**src/rtl/perf_delay_responder.sv**
```systemverilog
// perf_delay_responder
//   Programmable-latency responder. Each accepted request is answered, in order,
//   max(latency_i,1) cycles after acceptance (later if the head is backpressured).
//
// Parameters
//   DEPTH     : maximum outstanding requests (>= 2, any integer)
//   CNT_WIDTH : width of the timestamp counter and latency_i
//
// Ports
//   clk_i        : clock, rising edge
//   rst_i        : asynchronous active-high reset
//   latency_i    : requested latency, sampled per request at acceptance (0 acts as 1)
//   req_valid_i  : request valid
//   req_ready_o  : request ready (queue not full)
//   rsp_valid_o  : response valid (head is due)
//   rsp_ready_i  : response ready
//   usage_o      : number of outstanding entries
//   stall_cnt_o  : saturating count of rsp_valid_o && !rsp_ready_i cycles
//
// Build option
//   PERF_DELAY_RESP_STATS_EN : when defined, the stall counter is built;
//                              otherwise stall_cnt_o is tied to zero.
module perf_delay_responder #(
  parameter int unsigned DEPTH     = 16,
  parameter int unsigned CNT_WIDTH = 16
) (
  input  logic                       clk_i,
  input  logic                       rst_i,
  input  logic [CNT_WIDTH-1:0]       latency_i,
  input  logic                       req_valid_i,
  output logic                       req_ready_o,
  output logic                       rsp_valid_o,
  input  logic                       rsp_ready_i,
  output logic [$clog2(DEPTH+1)-1:0] usage_o,
  output logic [31:0]                stall_cnt_o
);

  localparam int unsigned PtrW   = (DEPTH > 1) ? $clog2(DEPTH) : 1;
  localparam int unsigned UsageW = $clog2(DEPTH + 1);

  localparam logic [CNT_WIDTH-1:0] CntOne   = CNT_WIDTH'(1);
  localparam logic [UsageW-1:0]    UsageOne = UsageW'(1);
  localparam logic [UsageW-1:0]    UsageMax = UsageW'(DEPTH);
  localparam logic [PtrW-1:0]      PtrOne   = PtrW'(1);
  localparam logic [PtrW-1:0]      PtrLast  = PtrW'(DEPTH - 1);

  logic [CNT_WIDTH-1:0] now_q;
  logic [CNT_WIDTH-1:0] deadline_q [DEPTH];
  logic [DEPTH-1:0]     valid_q, valid_d;
  logic [DEPTH-1:0]     done_q, done_d;
  logic [PtrW-1:0]      rptr_q, rptr_d;
  logic [PtrW-1:0]      wptr_q, wptr_d;
  logic [UsageW-1:0]    count_q, count_d;

  logic                 push;
  logic                 pop;
  logic [CNT_WIDTH-1:0] lat_eff;

  // Pointers wrap explicitly so non-power-of-two depths work.
  function automatic logic [PtrW-1:0] ptr_inc(input logic [PtrW-1:0] p);
    return (p == PtrLast) ? '0 : p + PtrOne;
  endfunction

  assign lat_eff     = (latency_i == '0) ? CntOne : latency_i;
  assign req_ready_o = (count_q != UsageMax);
  assign usage_o     = count_q;
  assign rsp_valid_o = valid_q[rptr_q] && (done_q[rptr_q] || (deadline_q[rptr_q] == now_q));
  assign push        = req_valid_i && req_ready_o;
  assign pop         = rsp_valid_o && rsp_ready_i;

  always_comb begin
    valid_d = valid_q;
    done_d  = done_q;
    rptr_d  = rptr_q;
    wptr_d  = wptr_q;
    count_d = count_q;

    // done is sticky, so an entry stays due even after the counter wraps past it.
    for (int i = 0; i < int'(DEPTH); i++) begin
      if (valid_q[i] && (deadline_q[i] == now_q)) begin
        done_d[i] = 1'b1;
      end
    end

    if (pop) begin
      valid_d[rptr_q] = 1'b0;
      done_d[rptr_q]  = 1'b0;
      rptr_d          = ptr_inc(rptr_q);
    end

    // Push never targets the head slot being popped: a pop needs count > 0 and
    // a push needs count < DEPTH, so wptr != rptr whenever both happen.
    if (push) begin
      valid_d[wptr_q] = 1'b1;
      done_d[wptr_q]  = 1'b0;
      wptr_d          = ptr_inc(wptr_q);
    end

    unique case ({push, pop})
      2'b10:   count_d = count_q + UsageOne;
      2'b01:   count_d = count_q - UsageOne;
      default: count_d = count_q;
    endcase
  end

  always_ff @(posedge clk_i or posedge rst_i) begin
    if (rst_i) begin
      now_q   <= '0;
      valid_q <= '0;
      done_q  <= '0;
      rptr_q  <= '0;
      wptr_q  <= '0;
      count_q <= '0;
    end else begin
      now_q   <= now_q + CntOne;
      valid_q <= valid_d;
      done_q  <= done_d;
      rptr_q  <= rptr_d;
      wptr_q  <= wptr_d;
      count_q <= count_d;
    end
  end

  // Deadline storage needs no reset; valid_q qualifies every use.
  always_ff @(posedge clk_i) begin
    if (push) begin
      deadline_q[wptr_q] <= now_q + lat_eff;
    end
  end

`ifdef PERF_DELAY_RESP_STATS_EN
  logic [31:0] stall_q;

  always_ff @(posedge clk_i or posedge rst_i) begin
    if (rst_i) begin
      stall_q <= '0;
    end else if (rsp_valid_o && !rsp_ready_i && (stall_q != '1)) begin
      stall_q <= stall_q + 32'd1;
    end
  end

  assign stall_cnt_o = stall_q;
`else
  assign stall_cnt_o = '0;
`endif

endmodule

```
**config.mk**
```make
export PLATFORM = sky130hd
export DESIGN_NAME = perf_delay_responder
export DESIGN_NICKNAME = d
export VERILOG_FILES = /design/src/rtl/perf_delay_responder.sv
export SDC_FILE = /design/constraint.sdc
export NUM_CORES = 1
export LEC_CHECK = 0
export CAP_MARGIN = 20
export CORE_MARGIN = 8
export CORE_UTILIZATION = 65
export DETAILED_ROUTE_END_ITERATION = 10
export DONT_BUFFER_PORTS = 1
export GPL_TIMING_DRIVEN = 1
export PLACE_DENSITY = 0.81
export SKIP_LAST_GASP = 1
export SYNTH_ARGS = -nofsm -noshare
export SYNTH_HDL_FRONTEND = slang
export SYNTH_SLANG_ARGS = --single-unit
export TNS_END_PERCENT = 5
```
**constraint.sdc**
```tcl
create_clock -name clk_i -period 7.2 [get_ports clk_i]
set_input_delay 0.72 -clock clk_i [delete_from_list [all_inputs] [get_ports clk_i]]
set_output_delay 0.72 -clock clk_i [all_outputs]
set_load 0.02 [all_outputs]
```
==> results of run 1 <==
==> power breakdown <==
group | switching (uW) | total (uW) | internal [uW]
Combinational | 1030 | 1860 | 830
Clock | 739 | 1920 | 1180
Sequential | 361 | 2620 | 2260
Total | 2130 | 6410 | 4270
==> layout make-up <==
type                    instances  area [sq um]  share of cell area
flip-flops and latches        317          9220               0.494
multi-input cells             877          7360               0.394
clock buffers                  46           980              0.0524
well taps                     335           419              0.0224
repair buffers                 46           372              0.0199
clock inverters                16           246              0.0132
inverters                      22          82.6             0.00442
diodes                          1          2.50            0.000134
==> path summary, 6_finish.rpt <==
check / start / to / slack, ns
hold / removal: rst_i / usage_o[3]$_DFFE_PP0P_ / 0.32
setup / recovery: rptr_q[1]$_DFFE_PP0N_ / rsp_valid_o / 2.07
max in group asynchronous: rst_i / rptr_q[3]$_DFFE_PP0N_ / 6.21
hold reg to reg: valid_q[1]$_DFF_PP0_ / valid_q[1]$_DFF_PP0_ / 0.59
setup reg to reg: rptr_q[1]$_DFFE_PP0N_ / usage_o[4]$_DFFE_PP0P_ / 2.08
min in group clk_i: valid_q[1]$_DFF_PP0_ / valid_q[1]$_DFF_PP0_ / 0.59
==> sequential cells by signal, summed over array words and instances, names as in the netlist <==
register and count:
done_q 16, usage_o 5, rptr_q 4, wptr_q 4, deadline_q 256, valid_q 16, now_q 16
==> per-stage QoR <==
step                total power [uW]  hold slack, ns  setup slack, ns  cell area (sq um)
finish                          6410           0.325             2.07              18700
global route                    6620           0.380             1.84              18700
CTS                             6360           0.354             2.12              18600
detailed placement              4450           0.539             2.23              17400
global placement                4390           0.536             2.32              17400
floorplan                       3960           0.492             2.99              17200
==> routing by layer <==
layer  routed length [um]  GRT usage
met5                   33          0
met4                 2310      0.135
met3                 7230      0.103
met2                21000      0.454
met1                17600      0.407
==> worst max-delay path: cells and delay by family, from the launching register on <==
family                 cells  cell delay, ns
AND/OR/NAND/NOR            4            1.10
flip-flops                 1            1.02
multiplexers               2            0.76
AO/OA/AOI/OAI              1            0.44
buffers and inverters      1            0.36
XOR/XNOR                   1            0.20
==> layout by cell type, fill, tap and decap left out, types with 4 or more instances in the layout <==
| cell type | netlist | final |
|---|---|---|
| sky130_fd_sc_hd__a21o_1 | 6 | 6 |
| sky130_fd_sc_hd__buf_4 | 36 | 42 |
| sky130_fd_sc_hd__nor4_1 | 21 | 21 |
| sky130_fd_sc_hd__nor2b_1 | 5 | 5 |
| sky130_fd_sc_hd__a311oi_1 | 11 | 11 |
| sky130_fd_sc_hd__nand2b_1 | 5 | 5 |
| sky130_fd_sc_hd__clkinv_2 | 0 | 4 |
| sky130_fd_sc_hd__and3_1 | 16 | 16 |
| sky130_fd_sc_hd__nand4_1 | 54 | 54 |
| sky130_fd_sc_hd__a21oi_1 | 24 | 24 |
| sky130_fd_sc_hd__a31oi_1 | 19 | 19 |
| sky130_fd_sc_hd__or2_2 | 5 | 5 |
| sky130_fd_sc_hd__nor3_2 | 0 | 4 |
| sky130_fd_sc_hd__edfxtp_1 | 256 | 256 |
| sky130_fd_sc_hd__nand3_1 | 30 | 30 |
| sky130_fd_sc_hd__mux2i_1 | 57 | 57 |
| sky130_fd_sc_hd__clkbuf_1 | 35 | 7 |
| sky130_fd_sc_hd__inv_1 | 19 | 18 |
| sky130_fd_sc_hd__nor2_1 | 61 | 50 |
| sky130_fd_sc_hd__mux4_2 | 54 | 54 |
| sky130_fd_sc_hd__xnor2_1 | 291 | 286 |
| sky130_fd_sc_hd__a21oi_2 | 10 | 10 |
| sky130_fd_sc_hd__o21ai_0 | 12 | 12 |
| sky130_fd_sc_hd__o22ai_1 | 6 | 6 |
| sky130_fd_sc_hd__a211oi_1 | 8 | 8 |
| sky130_fd_sc_hd__conb_1 | 1 | 32 |
| sky130_fd_sc_hd__ha_1 | 28 | 28 |
| sky130_fd_sc_hd__nand2_1 | 43 | 43 |
| sky130_fd_sc_hd__clkbuf_16 | 0 | 37 |
| sky130_fd_sc_hd__a22oi_1 | 18 | 18 |
| sky130_fd_sc_hd__bufinv_16 | 0 | 6 |
| sky130_fd_sc_hd__nor2_2 | 1 | 12 |
| sky130_fd_sc_hd__nor3_1 | 11 | 7 |
| sky130_fd_sc_hd__xor2_1 | 17 | 17 |
| sky130_fd_sc_hd__dfrtp_1 | 61 | 58 |
| sky130_fd_sc_hd__xnor2_2 | 0 | 5 |
==> kinds of logic after synthesis <==
logic type	count (synthesis)	share of synthesized area
other	1	0.000220
XOR/XNOR	308	0.158
AND/OR/NAND/NOR	261	0.0779
AO/OA/AOI/OAI	133	0.0540
flip-flops	317	0.539
buffers and inverters	139	0.0416
adder cells (fa/ha/maj)	30	0.0229
multiplexers	113	0.106
==> implementation parameters, run 1 <==
Parameter                              Value

Clock network
  Worst-Skew Late Latency    0.53 ns
  Clock sink count    317
  Root buffer cell    sky130_fd_sc_hd__clkbuf_16
  Number of gates resized after cts    0
  CTS clk-pin slew, worst paths    roughly 0.06 ns
  Inserted Clock Buffers    34
  CTS H-tree depth    2
  CTS tree    done
  CTS Buffer Depth    3
  Buffer count from post-CTS setup fixing    0
  Post-CTS Hold Buffers    0

Critical path
  Element type at the critical path end    primary output
  Data required, critical path    6.48 ns
  Worst setup SP type    flip-flop
  Cells along the critical path    buf_4 > mux4_2 > mux2i_1 > xor2_1 > nand4_1 > or4_1 > a211oi_1 > nor2_1 > nor2_1
  Start-to-end type of the worst setup path    reg2out
  Largest stage delay on the critical path    1.02 ns
  FF-to-FF path depth    17
  Highest fanout seen on the critical path    50
  Worst path arrival time    4.41 ns
  Most repeated library cell on the critical path    sky130_fd_sc_hd__nor2_1
  Cell at the slowest stage of the critical path    sky130_fd_sc_hd__dfrtp_4

Synthesis
  Cell Area, Synth    0.0171 sq mm
  Most common cell in the synthesized netlist    sky130_fd_sc_hd__xnor2_1
  Top cells by instance count after synthesis    sky130_fd_sc_hd__xnor2_1 (291), sky130_fd_sc_hd__edfxtp_1 (256), sky130_fd_sc_hd__dfrtp_1 (61), sky130_fd_sc_hd__nor2_1 (61), sky130_fd_sc_hd__mux2i_1 (57)
  Synthesized instance count    1302
  Register bit total from synthesis    317
  Count of flip-flops with a built-in enable after synthesis    around 260
  Total of warnings raised by yosys    0
  Most used DFF post-synth    sky130_fd_sc_hd__edfxtp_1
  Largest area contributor in the netlist    sky130_fd_sc_hd__edfxtp_1
  Synth area leaders    sky130_fd_sc_hd__edfxtp_1 (45%), sky130_fd_sc_hd__xnor2_1 (15%), sky130_fd_sc_hd__dfrtp_1 (8.9%)
  Netlist cell types    59
  Share of flip-flops with an asynchronous set or reset    0.192
  Mapped Avg Cell Area    roughly 13 sq um
  Fraction of synthesized cell area taken by the top area cell type    0.450
  Part of the Yosys area used for sequential elements    0.539

Cells and area
  Net count, final    1348
  Share of final-layout standard cells stronger than drive strength 1    0.150
  Share of the core filled with cells in the final layout    0.721
  Number of inserted filler cells in the final layout    1671
  Post-route insts no fill    1660
  Synth-to-layout area growth    9.38%

Detailed routing
  Number of iterations in the first detailed-routing pass    6
  DRC viols    0
  Via count    11.4k
  Remaining antenna violation count    0
  Vias per cell    6.87
  Drt wl/cell    29.0 um
  DRC marker count from the first detailed-route iteration    1475
  Drt total wl    48.2 mm

Timing
  Final worst-path cycle share    0.713
  Aggregate negative setup slack    0 ns
  Minimum clock period    between 5 and 6 ns
  Relative slew slack    0.250
  Slew at the pin closest to its max-slew limit    1.12 ns
  Slew Limit Fails    0
  Highest Clock Rate    195 MHz
  Setup clock skew after layout    0.0198 ns
  Final Hold Vio Count    0
  Number of setup violations in the final report    0
  Unrepaired setup endpoints after global routing    no

Power and ir drop
  VDD IR-drop max    0.310 mV
  Power density over the cells    343 mW/mm^2
  Leakage    0.00635 uW

Die
  Std-Cell Rows    just under 60
  Full die area    0.0317 sq mm
  Placeable core region    0.0259 sq mm
  Initial Utilization    0.659
  Io pins    between 50 and 60
  Die height    between 150 and 200 um
  Die X-Extent    178 um

Run status
  Result of the run    complete, no violations

GRT
  Number of global-route vias before repair    11.3k
  Number of antenna violations at the first check in global routing    2
  Wire length of the first global-routing pass    71.2 mm
  Global-route total usage across every layer    0.306
  Largest net degree at the start of global routing    62
  GR Overflow Total    0

Placement
  Detailed Place HPWL    32.3 mm
  Routability congestion estimate    0.939
  Count of placed standard cells including taps    1593
  Port Buf Inserts    0

Worst hold path
  Path category of the worst min-delay check    in2async

Run
  MaxCap Viol Count    0
(Power assumes the default switching activity.)
==> run 2, diff against run 1 <==
--- a/config.mk
+++ b/config.mk
@@ -7,11 +7,11 @@
 export LEC_CHECK = 0
 export CAP_MARGIN = 20
 export CORE_MARGIN = 8
-export CORE_UTILIZATION = 65
+export CORE_UTILIZATION = 58
 export DETAILED_ROUTE_END_ITERATION = 10
 export DONT_BUFFER_PORTS = 1
 export GPL_TIMING_DRIVEN = 1
-export PLACE_DENSITY = 0.81
+export PLACE_DENSITY = 0.76
 export SKIP_LAST_GASP = 1
 export SYNTH_ARGS = -nofsm -noshare
 export SYNTH_HDL_FRONTEND = slang
==> constraint.sdc (replaced) <==
create_clock -name clk_i -period 4.46 [get_ports clk_i]
set_input_delay 0.446 -clock clk_i [delete_from_list [all_inputs] [get_ports clk_i]]
set_output_delay 0.446 -clock clk_i [all_outputs]
set_load 0.02 [all_outputs]
==> run 2 against run 1 <==
Against the previous run:
- largest cell class unchanged
- sequential power up 53%
- worst hold slack better by 0.041 ns
- final area up 1.6%
- critical endpoint is now usage_o[4]$_DFFE_PP0P_
- first-iteration DRC count up 8.7%
==> implementation parameters, run 2 (synthesis gave the netlist of run 1 again) <==
Parameter                              Value

Run status
  Result of the run    complete, no violations

Detailed routing
  Vias per cell    6.54
  Remaining antenna violation count    0
  DRC viols    0
  Drt total wl    49.6 mm
  Number of iterations in the first detailed-routing pass    6
  Drt wl/cell    28.2 um
  DRC marker count from the first detailed-route iteration    between 1.5k and 2k
  Via count    11.5k

Die
  Io pins    59
  Std-Cell Rows    63
  Initial Utilization    0.582
  Full die area    0.0352 sq mm
  Placeable core region    0.0293 sq mm
  Die height    188 um
  Die X-Extent    188 um

Timing
  Slew Limit Fails    0
  Final setup slack of the worst path    0.191 ns
  Aggregate negative setup slack    0 ns
  Minimum clock period    about 4.3 ns
  Relative slew slack    0.304
  Final worst-path cycle share    0.957
  Final Hold Vio Count    0
  Setup clock skew after layout    around 0.011 ns
  Number of setup violations in the final report    0
  Highest Clock Rate    234 MHz
  Slew at the pin closest to its max-slew limit    1.04 ns
  Worst hold margin    0.366 ns

Placement
  DP Area    0.0177 sq mm
  Port Buf Inserts    0
  Detailed Place HPWL    34.6 mm
  Setup slack at placement    -0.0156 ns
  Routability congestion estimate    0.926
  Count of placed standard cells including taps    1684

Clock network
  Clock sink count    317
  CTS clk-pin slew, worst paths    0.06 ns
  Root buffer cell    sky130_fd_sc_hd__clkbuf_16
  Inserted Clock Buffers    34
  CTS tree    done
  CTS H-tree depth    2
  Worst-Skew Late Latency    0.52 ns
  CTS Buffer Depth    3

Cells and area
  Most flops, register    deadline_q
  Inserted Diodes    0
  Number of inserted filler cells in the final layout    approximately 2.1k
  Area taken by flip-flops and latches    0.00922 sq mm
  Commonest cells after routing, fill and taps aside    sky130_fd_sc_hd__xnor2_1 (290), sky130_fd_sc_hd__edfxtp_1 (256), sky130_fd_sc_hd__buf_4 (83)
  Synth-to-layout area growth    11.1%
  Flip-flop count of the largest register after layout    256
  Share of final-layout standard cells stronger than drive strength 1    0.178
  Post-route standard cell area excluding fillers    0.0190 sq mm
  Leading cell type in the layout, fill and taps excluded    sky130_fd_sc_hd__xnor2_1
  Multi-input gate area    0.00734 sq mm
  Post-route insts no fill    1759
  Net count, final    between 1k and 1.5k

Critical path
  Highest fanout seen on the critical path    11
  Worst setup SP type    flip-flop
  Start-to-end type of the worst setup path    reg2reg
  Worst path arrival time    4.66 ns
  Reg-to-reg critical path startpoint    rptr_q[1]$_DFFE_PP0N_
  Data required, critical path    4.85 ns
  Element type at the critical path end    flip-flop
  Launching element of the worst setup path    rptr_q[1]$_DFFE_PP0N_

GRT
  Global-route total usage across every layer    0.278
  Wire length of the first global-routing pass    about 74 mm
  GR Overflow Total    0
  Number of antenna violations at the first check in global routing    1
  Largest net degree at the start of global routing    38
  Number of global-route vias before repair    11.4k

Power and ir drop
  VDD IR-drop max    approximately 0.32 mV
  Power density over the cells    543 mW/mm^2
  Leakage    0.00649 uW

Worst hold path
  Hold Path Origin    req_valid_i
  Path category of the worst min-delay check    in2reg

Run
  MaxCap Viol Count    0
==> run 2: changes by cell type in the layout (fill, tap and decap cells not counted), sizes merged <==
cell	before	now
inv	23	20
dlygate4sd3	0	1
diode	1	0
clkinv	8	12
clkbuf	46	45
buf	46	91
bufinv	6	1
clkinvlp	1	5
==> run 2: power by group <==
part,internal (uW),switching [uW],total (uW)
Sequential,3660,356,4010
Clock,1580,1160,2740
Combinational,1560,1990,3550
Total,6790,3500,10300
==> run 2: final cells by class <==
class,instances,share of cell area
inverters,22,0.00455
multi-input cells,877,0.387
flip-flops and latches,317,0.486
repair buffers,93,0.0404
well taps,390,0.0257
clock buffers,44,0.0507
clock inverters,16,0.00580
==> run 2: final timing paths <==
| check | to | slack, ns | cells after the start |
|---|---|---|---|
| hold / removal | wptr_q[1]$_DFFE_PP0P_ | 0.37 | 3 |
| setup / recovery | usage_o[4]$_DFFE_PP0P_ | 0.19 | 17 |
| setup reg to reg | usage_o[4]$_DFFE_PP0P_ | 0.19 | 17 |
| min in group asynchronous | wptr_q[1]$_DFFE_PP0P_ | 0.43 | 2 |
| max in group asynchronous | rptr_q[1]$_DFFE_PP0N_ | 3.05 | 3 |
| hold reg to reg | valid_q[11]$_DFF_PP0_ | 0.56 | 2 |
==> run 2: timing repair <==
| action | CTS | global route |
|---|---|---|
| endpoints found under the hold margin | 24 | 0 |
| buffers inserted | 0 | 11 |
| pin swaps | 0 | 2 |
| gates resized for setup | 2 | 7 |
| hold buffers | 1 | 0 |
| endpoints found under the setup margin | 1 | 1 |
| cloned | 0 | 1 |
==> run 2: through the flow <==
| step | total power [uW] | util |
|---|---|---|
| after floorplan | 6390 | - |
| after detailed placement | 7380 | 0.605 |
| after global routing | 10700 | 0.647 |
| after global placement | 7310 | 0.604 |
| final | 10300 | 0.647 |
| after CTS | 10100 | 0.642 |
==> run 2: routing by layer <==
| layer | share of wire | global-route usage | vias to the layer above |
|---|---|---|---|
| met2 | 0.44 | 0.416 | 875 |
| met3 | 0.14 | 0.0743 | 153 |
| met5 | 0.00024 | 0 | - |
| met1 | 0.37 | 0.384 | 5663 |
| li1 | - | - | 4816 |
| met4 | 0.046 | 0.108 | 2 |
==> run 2: critical path, stage by stage (launching register included) <==
cell	delay (ns)
sky130_fd_sc_hd__dfrtp_4	0.48
sky130_fd_sc_hd__buf_12	0.17
sky130_fd_sc_hd__mux4_2	0.53
sky130_fd_sc_hd__mux2i_2	0.20
sky130_fd_sc_hd__xor2_1	0.20
sky130_fd_sc_hd__nand4_1	0.10
sky130_fd_sc_hd__or4_1	0.48
sky130_fd_sc_hd__a2111o_1	0.55
sky130_fd_sc_hd__nand2_2	0.14
sky130_fd_sc_hd__ha_2	0.22
sky130_fd_sc_hd__inv_1	0.08
sky130_fd_sc_hd__fa_1	0.40
sky130_fd_sc_hd__inv_1	0.08
sky130_fd_sc_hd__a21o_1	0.11
sky130_fd_sc_hd__a21oi_1	0.07
sky130_fd_sc_hd__xnor2_1	0.13
sky130_fd_sc_hd__nor2_1	0.06
sky130_fd_sc_hd__xor2_1	0.14
